==> config.mk <==
export PLATFORM = sky130hd
export DESIGN_NAME = mem_arbiter
export DESIGN_NICKNAME = d
export VERILOG_FILES = /design/src/rtl/mem_arbiter_pkg.sv /design/src/rtl/mem_arbiter_starve_counter.sv /design/src/rtl/mem_arbiter.sv
export SDC_FILE = /design/constraint.sdc
export NUM_CORES = 1
export LEC_CHECK = 0
export ABC_AREA = 0
export BUFFER_PORTS_ARGS = -buffer_cell sky130_fd_sc_hd__buf_2
export CORE_UTILIZATION = 38
export DETAILED_ROUTE_END_ITERATION = 8
export MAX_ROUTING_LAYER = met4
export PLACE_DENSITY = 0.83
export SLEW_MARGIN = 20
export SYNTH_ARGS = -nofsm -noshare
export SYNTH_HDL_FRONTEND = slang
export SYNTH_SLANG_ARGS = --single-unit
==> constraint.sdc <==
create_clock -name clk -period 1.6 [get_ports clk]
set_input_delay 0.4 -clock clk [delete_from_list [all_inputs] [get_ports clk]]
set_output_delay 0.4 -clock clk [all_outputs]
set_load 0.1 [all_outputs]
==> src/rtl/mem_arbiter_pkg.sv <==
// Shared encodings for the RAM arbiter: FSM states, owner codes and
// the default starvation threshold.
package mem_arbiter_pkg;

    typedef enum logic [1:0] {
        ST_IDLE   = 2'b00,
        ST_ACCESS = 2'b01,
        ST_DONE   = 2'b10
    } state_t;

    typedef enum logic [1:0] {
        OWN_NONE = 2'd0,
        OWN_D    = 2'd1,
        OWN_F    = 2'd2,
        OWN_X    = 2'd3
    } owner_t;

    localparam int MAXWAIT_DEFAULT = 4;
    // Wide enough for the largest supported threshold (15).
    localparam int WAITW = 4;

endpackage

==> src/rtl/mem_arbiter_starve_counter.sv <==
// Counts lost arbitrations for one low-priority requester and flags it
// as promoted once the count reaches MAXWAIT.
module starve_counter
    import mem_arbiter_pkg::*;
#(
    parameter int MAXWAIT = MAXWAIT_DEFAULT
) (
    input  logic clk,
    input  logic reset,
    input  logic req,
    input  logic lost,
    input  logic granted,
    output logic promoted
);

    localparam logic [WAITW-1:0] LIMIT = WAITW'(MAXWAIT);

    logic [WAITW-1:0] cnt;

    always_ff @(posedge clk) begin
        if (!reset) begin
            cnt <= '0;
        end else if (!req || granted) begin
            cnt <= '0;
        end else if (lost && cnt != LIMIT) begin
            cnt <= cnt + 1'b1;
        end
    end

    assign promoted = (cnt == LIMIT);

endmodule

==> src/rtl/mem_arbiter.sv <==
// Three-port arbiter for the single-port instruction/data RAM.
//   state  | meaning
//   IDLE   | pick a winner, register RAM controls and owner
//   ACCESS | RAM controls held, RAM samples them at the closing edge
//   DONE   | owner's ack high for one cycle, rdata from RAM
module mem_arbiter
    import mem_arbiter_pkg::*;
#(
    parameter int AW      = 8,
    parameter int DW      = 16,
    parameter int MAXWAIT = MAXWAIT_DEFAULT
) (
    input  logic          clk,
    input  logic          reset,
    input  logic          d_req,
    input  logic          d_we,
    input  logic [AW-1:0] d_addr,
    input  logic [DW-1:0] d_wdata,
    output logic          d_ack,
    input  logic          f_req,
    input  logic [AW-1:0] f_addr,
    output logic          f_ack,
    input  logic          x_req,
    input  logic          x_we,
    input  logic [AW-1:0] x_addr,
    input  logic [DW-1:0] x_wdata,
    output logic          x_ack,
    output logic [DW-1:0] rdata,
    output logic [AW-1:0] mem_addr,
    output logic          mem_write,
    output logic [DW-1:0] mem_wdata,
    input  logic [DW-1:0] mem_rdata,
    output logic [1:0]    owner
);

    state_t state, state_nx;
    owner_t owner_q, winner;
    logic   op_we;
    logic   any_req;
    logic   f_promoted, x_promoted;
    logic   f_grant, x_grant, f_lost, x_lost;

    assign any_req = d_req | f_req | x_req;

    // Promotion overrides the fixed D > F > X order; F wins a promotion tie.
    always_comb begin
        winner = OWN_NONE;
        if (f_req && f_promoted) begin
            winner = OWN_F;
        end else if (x_req && x_promoted) begin
            winner = OWN_X;
        end else if (d_req) begin
            winner = OWN_D;
        end else if (f_req) begin
            winner = OWN_F;
        end else if (x_req) begin
            winner = OWN_X;
        end
    end

    assign f_grant = (state == ST_IDLE) && (winner == OWN_F);
    assign x_grant = (state == ST_IDLE) && (winner == OWN_X);
    assign f_lost  = (state == ST_IDLE) && f_req && (winner != OWN_F);
    assign x_lost  = (state == ST_IDLE) && x_req && (winner != OWN_X);

    starve_counter #(.MAXWAIT(MAXWAIT)) u_wait_f (
        .clk      (clk),
        .reset    (reset),
        .req      (f_req),
        .lost     (f_lost),
        .granted  (f_grant),
        .promoted (f_promoted)
    );

    starve_counter #(.MAXWAIT(MAXWAIT)) u_wait_x (
        .clk      (clk),
        .reset    (reset),
        .req      (x_req),
        .lost     (x_lost),
        .granted  (x_grant),
        .promoted (x_promoted)
    );

    always_ff @(posedge clk) begin
        if (!reset) begin
            state <= ST_IDLE;
        end else begin
            state <= state_nx;
        end
    end

    always_comb begin
        state_nx = state;
        case (state)
            ST_IDLE:   if (any_req) state_nx = ST_ACCESS;
            ST_ACCESS: state_nx = ST_DONE;
            ST_DONE:   state_nx = ST_IDLE;
            default:   state_nx = ST_IDLE;
        endcase
    end

    // op_we remembers the direction so DONE knows whether to forward RAM data.
    always_ff @(posedge clk) begin
        if (!reset) begin
            owner_q   <= OWN_NONE;
            op_we     <= 1'b0;
            mem_addr  <= '0;
            mem_write <= 1'b0;
            mem_wdata <= '0;
        end else begin
            case (state)
                ST_IDLE: begin
                    owner_q <= winner;
                    case (winner)
                        OWN_D: begin
                            op_we     <= d_we;
                            mem_addr  <= d_addr;
                            mem_write <= d_we;
                            mem_wdata <= d_we ? d_wdata : '0;
                        end
                        OWN_F: begin
                            op_we     <= 1'b0;
                            mem_addr  <= f_addr;
                            mem_write <= 1'b0;
                            mem_wdata <= '0;
                        end
                        OWN_X: begin
                            op_we     <= x_we;
                            mem_addr  <= x_addr;
                            mem_write <= x_we;
                            mem_wdata <= x_we ? x_wdata : '0;
                        end
                        default: begin
                            op_we     <= 1'b0;
                            mem_addr  <= '0;
                            mem_write <= 1'b0;
                            mem_wdata <= '0;
                        end
                    endcase
                end
                ST_ACCESS: begin
                    mem_write <= 1'b0;
                end
                default: begin
                    owner_q   <= OWN_NONE;
                    op_we     <= 1'b0;
                    mem_addr  <= '0;
                    mem_write <= 1'b0;
                    mem_wdata <= '0;
                end
            endcase
        end
    end

    assign d_ack = (state == ST_DONE) && (owner_q == OWN_D);
    assign f_ack = (state == ST_DONE) && (owner_q == OWN_F);
    assign x_ack = (state == ST_DONE) && (owner_q == OWN_X);
    assign rdata = ((state == ST_DONE) && !op_we) ? mem_rdata : '0;
    assign owner = owner_q;

endmodule

==> results of run 1 <==
## per-layer routing
metal / part of all wire [%] / vias up / global-route usage [%]
met5: 0 / - / -
met4: 1.0 / 0 / 7.190
met3: 7.3 / 7 / 4.583
met2: 53 / 107 / 44.76
met1: 38 / 999 / 26.33
li1: - / 1045 / -
## kinds of logic (layout without fill, tap and decap cells)
family	after synthesis	in the layout
and+or+nand+nor	83	84
AOI/OAI and AO/OA	52	52
DFF	38	38
buffers and inverters	23	172
adders and majority gates	4	4
xor gates and xnor gates	2	2
muxes	1	1
## synthesized netlist by cell type (all sizes together) (2+ instances only)
master	n
o221ai	8
nand2	15
nand3b	2
inv	12
buf	10
nor3	2
nor4bb	2
o21a	2
ha	4
o211ai	2
o21ai	3
a22oi	8
nand4b	2
nor2b	2
a21oi	3
dfxtp	38
nor3b	3
nand3	6
and2	33
and4b	2
nor2	11
or2	2
a221o	16
## state kept, by name (all words and copies together) (netlist names)
signal	cells
mem_wdata	16
mem_addr	8
u_wait_f.cnt	4
u_wait_x.cnt	4
owner	2
state	2
mem_write	1
op_we	1
## layout make-up
| cell class | instances | area [um^2] | area share [%] |
|---|---|---|---|
| clock inverter | 2 | 11.26 | 0.3283 |
| timing repair buffer | 152 | 1205 | 35.13 |
| sequential | 38 | 779.5 | 22.73 |
| tap | 67 | 83.83 | 2.444 |
| multi-input combinational | 143 | 1222 | 35.64 |
| clock buffer | 6 | 82.58 | 2.408 |
| inverter | 12 | 45.04 | 1.313 |
## final timing paths
| check | start | to | slack (ps) | cells past startpoint |
|---|---|---|---|---|
| worst min register to register | mem_addr[6]$_SDFFE_PN0P_ | mem_addr[6]$_SDFFE_PN0P_ | 480 | 2 |
| worst min-delay path | d_wdata[4] | mem_wdata[4]$_SDFFE_PN0P_ | 320 | 2 |
| worst max-delay path | state[0]$_SDFFE_PN0P_ | rdata[9] | -240 | 5 |
| worst max register to register | u_wait_x.cnt[1]$_SDFFE_PP0P_ | mem_wdata[0]$_SDFFE_PN0P_ | -100 | 7 |
## through the flow
step / area [um^2] / util (%) / std cells / power (mW)
2_1_floorplan: 2032 / - / 203 / 1.631
3_3_place_gp: 3114 / 65.50 / 404 / 1.907
3_5_place_dp: 3114 / 65.50 / 404 / 1.919
4_1_cts: 3374 / 70.97 / 419 / 2.647
5_1_grt: 3430 / 72.13 / 420 / 2.739
6_report: 3430 / 72.13 / 420 / 2.644
## power by group through the flow
stage	combinational [mW]	clock [mW]	sequential, mW
3_5_place_dp	0.864	0	1.06
4_1_cts	0.914	0.704	1.03
2_1_floorplan	0.294	0	1.34
6_report	0.922	0.692	1.03
3_3_place_gp	0.854	0	1.05
5_1_grt	0.963	0.741	1.03
## what timing repair did
| item | CTS | global route |
|---|---|---|
| pin swaps | 25 | 13 |
| gates cloned | 2 | 0 |
| resized for setup | 19 | 11 |
| endpoints found under the setup margin | 44 | 39 |
| endpoints found under the hold margin | 0 | 0 |
| buffers inserted | 5 | 1 |
## worst max-delay path, cell delays in order (launching register included)
cell     delay [ps]
dfxtp_4         370
nor3b_4         210
buf_12          150
buf_12          110
and2_4          150
buf_12          160
==> impl_metrics.env, run 1 <==
export IMPL_synthAdderAreaFrac_pct=2.651
export IMPL_clkSinkCount=38
export IMPL_clk_path_buf_depth=2
export IMPL_violations="setup timing"
export IMPL_grt_pass1_wl_um=9611
export IMPL_synth_top_family_by_area="simple AND/OR/NAND/NOR gates"
export IMPL_max_cap_violations=0
export IMPL_first_global_vias=2099
export IMPL_synth_edf_count=0
export IMPL_gp_congestion=0.8550
export IMPL_drc_errors=0
export IMPL_first_pass_iters=4
export IMPL_grt_max_degree=24
export IMPL_grt_use_total_pct=24.30
export IMPL_drive_gt1_share_pct=59.77
export IMPL_synth_compound_area_share_pct=23.39
export IMPL_critPathLaunchType="flop"
export IMPL_netlist_cell_type_count=46
export IMPL_fillers=348
export IMPL_rsz0062_at_grt="yes"
export IMPL_synth_nets=286
export IMPL_antenna_found_initial=0
export IMPL_syn_avg_cell_area_um2=9.301
export IMPL_wl_per_cell_um=14.93
export IMPL_synth_async_reset_ratio_pct=0
export IMPL_p_seq_share_pct=39.0
export IMPL_cp_arrival_ps=1440
export IMPL_synth_area_leaders="dfxtp_1, and2_1, a221o_1, o221ai_1, a22oi_1"
export IMPL_io_pins=125
export IMPL_dieHeight_um=72.49
export IMPL_synth_area_mm2=0.001888
export IMPL_slew_viol_final=0
export IMPL_fin_crit_sh_pct=114.8
export IMPL_drt_iter0_markers=87
export IMPL_vias=2158
export IMPL_setup_viol=37
export IMPL_synth_area_mux_share_pct=0.5302
export IMPL_antennaDiodeCount=0
export IMPL_ys_flop_type="dfxtp_1"
export IMPL_switchingPower_uw=987.9
export IMPL_overflow=0
export IMPL_cts_root_buffer="clkbuf_8"
export IMPL_start_util_pct=39.71
export IMPL_setup_slack_ps=-236.7
export IMPL_coreArea_mm2=0.004755
export IMPL_fmax_mhz=544.5
export IMPL_hold_viol=0
export IMPL_insertion_delay_ps=290
export IMPL_nets=435
export IMPL_synth_xor_area_share_pct=0.9278
export IMPL_hold_path_class="input pin to flop"
export IMPL_path_clk_slew_ps=80
export IMPL_cts_tree="built"
export IMPL_peakVddDrop_mv=0.7893
export IMPL_port_buffers=124
export IMPL_final_cell_mix="buf_2, dfxtp_1, buf_12"
export IMPL_hpwlAfterDp_um=4694
export IMPL_end_kind="primary output"
export IMPL_synthCells=203
export IMPL_crit_required_ps=1200
export IMPL_tightest_slew_ps=501.5
export IMPL_cp_max_fo=8
export IMPL_ant_nets=0
export IMPL_syn_to_final_growth_pct=81.64
export IMPL_drt_wl_total_um=6270
export IMPL_holdWs_ps=322.5
export IMPL_clock_skew_ps=9.509
export IMPL_pwr_share_clk_pct=26.2
export IMPL_drt_vias_per_instance=5.138
export IMPL_post_synth_top_area_cell="dfxtp_1"
export IMPL_cts_htree_levels=2
export IMPL_ys_seq_elements=38
export IMPL_yosys_warnings=0
export IMPL_placementRows=25
export IMPL_slew_limit_headroom_pct=66.80
export IMPL_status="finished with violations"
export IMPL_internal_power_mw=1.656
export IMPL_die_w_um=72.49
export IMPL_tns_ps=-5449
export IMPL_final_common_cell="buf_2"
export IMPL_yosysSeqAreaShare_pct=40.29
export IMPL_p_leak_nw=1.590
export IMPL_period_needed_ps=1837
export IMPL_swShare_pct=37.37
export IMPL_dp_slack_ps=-208.0
export IMPL_synth_simple_area_share_pct=25.91
export IMPL_yosysTopAreaCellShare_pct=40.29
export IMPL_path_class="flop to primary output"
export IMPL_cts_hold_buffers=0
export IMPL_die_area_mm2=0.005255
export IMPL_cts_buffers=5
export IMPL_power_density_mw_per_mm2=770.9
export IMPL_combPwrFrac_pct=34.9
No activity file was read; power rests on OpenSTA's default activity.
==> inputs of run 2 (changes only) <==
--- a/config.mk
+++ b/config.mk
@@ -7,10 +7,11 @@
 export LEC_CHECK = 0
 export ABC_AREA = 0
 export BUFFER_PORTS_ARGS = -buffer_cell sky130_fd_sc_hd__buf_2
-export CORE_UTILIZATION = 38
+export CORE_UTILIZATION = 42
 export DETAILED_ROUTE_END_ITERATION = 8
+export GPL_TIMING_DRIVEN = 0
 export MAX_ROUTING_LAYER = met4
-export PLACE_DENSITY = 0.83
+export PLACE_DENSITY = 0.86
 export SLEW_MARGIN = 20
 export SYNTH_ARGS = -nofsm -noshare
 export SYNTH_HDL_FRONTEND = slang
==> constraint.sdc (replaced) <==
create_clock -name clk -period 1.7 [get_ports clk]
set_input_delay 0.425 -clock clk [delete_from_list [all_inputs] [get_ports clk]]
set_output_delay 0.425 -clock clk [all_outputs]
set_load 0.1 [all_outputs]
==> run 2 against run 1 <==
Effect of this change: the run ends with DRC, setup timing left; cell count shrank 4.5%; clock power grew 6.8%; count of clock-buffer cells in the layout grew 1; first-iteration DRC count grew 44%; combinational power shrank 9.3%; largest power group unchanged.
==> impl_metrics.env, run 2 (synthesis gave the netlist of run 1 again) <==
export IMPL_status="finished with violations"
export IMPL_violations="DRC, setup timing"
export IMPL_clock_skew_ps=5.248
export IMPL_crit_required_ps=1270
export IMPL_wl_per_cell_um=15.79
export IMPL_slowest_stage="dfxtp_4"
export IMPL_clkSinkCount=38
export IMPL_drt_iter0_markers=125
export IMPL_final_cell_mix="buf_2, dfxtp_1, buf_12"
export IMPL_crit_chain="nor3b_4 > buf_8 > and2_4 > buf_12"
export IMPL_fmax_mhz=533.5
export IMPL_setup_viol=18
export IMPL_period_needed_ps=1874
export IMPL_io_pins=125
export IMPL_hold_viol=0
export IMPL_rsz0062_at_grt="yes"
export IMPL_tightest_slew_ps=568.2
export IMPL_gp_congestion=0.9027
export IMPL_hold_path_class="input pin to flop"
export IMPL_cts_root_buffer="clkbuf_8"
export IMPL_grt_use_total_pct=25.39
export IMPL_insertion_delay_ps=290
export IMPL_antennaDiodeCount=0
export IMPL_fin_crit_sh_pct=110.3
export IMPL_cts_hold_buffers=0
export IMPL_port_buffers=122
export IMPL_syn_to_final_growth_pct=75.08
export IMPL_dieHeight_um=69.05
export IMPL_end_kind="primary output"
export IMPL_slew_viol_final=0
export IMPL_path_clk_slew_ps=80
export IMPL_placed_area_mm2=0.002640
export IMPL_drt_vias_per_instance=5.471
export IMPL_drc_errors=2
export IMPL_setup_slack_ps=-174.5
export IMPL_r2r_setup_slack_ps=40
export IMPL_placementRows=24
export IMPL_final_cell_area_mm2=0.003306
export IMPL_max_cap_violations=0
export IMPL_final_common_cell="buf_2"
export IMPL_tns_ps=-2752
export IMPL_overflow=0
export IMPL_hpwlAfterDp_um=3977
export IMPL_cp_max_fo=10
export IMPL_die_area_mm2=0.004767
export IMPL_largest_reg_flops=16
export IMPL_path_class="flop to primary output"
export IMPL_vias=2194
export IMPL_regArea_um2=778.2
export IMPL_fin_cells=401
export IMPL_coreArea_mm2=0.004324
export IMPL_critPathLaunchType="flop"
export IMPL_first_global_vias=2029
export IMPL_cts_htree_levels=2
export IMPL_wl_met3_um=473
export IMPL_start_util_pct=43.66
export IMPL_multi_input_area_mm2=0.001170
export IMPL_peakVddDrop_mv=0.4513
export IMPL_finalPower_mw=2.545
export IMPL_die_w_um=69.05
export IMPL_cp_arrival_ps=1450
export IMPL_post_route_util_pct=76.45
export IMPL_wl_met1_um=2432
export IMPL_grt_max_degree=12
export IMPL_top_register="mem_wdata"
export IMPL_antenna_found_initial=0
export IMPL_met2_length_um=3202
export IMPL_drive_gt1_share_pct=57.02
export IMPL_top_layer="met4"
export IMPL_cts_tree="built"
export IMPL_first_pass_iters=6
export IMPL_p_leak_nw=1.555
export IMPL_cts_buffers=5
export IMPL_power_density_mw_per_mm2=770.0
export IMPL_ant_nets=0
export IMPL_reg_top3="mem_wdata x16, mem_addr x8"
export IMPL_dp_cells=377
export IMPL_fillers=268
export IMPL_clk_path_buf_depth=2
export IMPL_drt_wl_total_um=6330
export IMPL_slowest_delay_ps=380
export IMPL_grt_pass1_wl_um=9508
export IMPL_nets=432
export IMPL_slew_limit_headroom_pct=62.04
[run 2: area by class of cell]
cell class	instances	area share (%)
inverters	12	1.363
multi-input cells	142	35.39
well taps	52	1.968
flip-flops and latches	38	23.54
clock buffers	7	3.255
plain buffers	10	2.498
repair buffers	140	31.98
[run 2: through the flow]
step	setup WS [ps]	hold slack (ps)
finish	-174.5	353.3
global placement	-362.4	440.9
global route	-235.5	346.2
detailed placement	-404.2	448.8
CTS	-139.2	347.0
floorplan	-381.8	448.8
[run 2: repair_timing]
| item | in CTS | in global routing |
|---|---|---|
| setup endpoints to repair | 45 | 43 |
| endpoints found under the hold margin | 0 | 0 |
| pin swaps | 6 | 27 |
| resized for setup | 85 | 29 |
| setup buffers | 11 | 5 |
| cloned | 0 | 2 |
[run 2: layer usage]
metal / vias up / track usage [%]
met4: 0 / 7.937
met1: 1016 / 27.51
met2: 125 / 44.88
li1: 1033 / -
met5: - / -
met3: 20 / 6.871
[run 2: final timing paths]
path                                                   start                         to  cells after the start
worst min register to register      mem_addr[7]$_SDFFE_PN0P_   mem_addr[7]$_SDFFE_PN0P_                      2
worst max register to register  u_wait_x.cnt[0]$_SDFFE_PP0P_  mem_wdata[2]$_SDFFE_PN0P_                      8
worst min-delay path                              x_wdata[9]  mem_wdata[9]$_SDFFE_PN0P_                      2
worst max-delay path                   state[0]$_SDFFE_PN0P_                   rdata[6]                      4
[run 2: critical path: cells and delay by family (launching register included)]
family / cells / cell delay, ps
buffers and inverters: 2 / 340
DFF: 1 / 380
and+or+nand+nor: 2 / 440
[run 2: power by group]
group	total [mW]	switching (mW)	internal, mW
clock network	0.739	0.328	0.410
registers	0.971	0.0353	0.936
logic	0.836	0.565	0.271
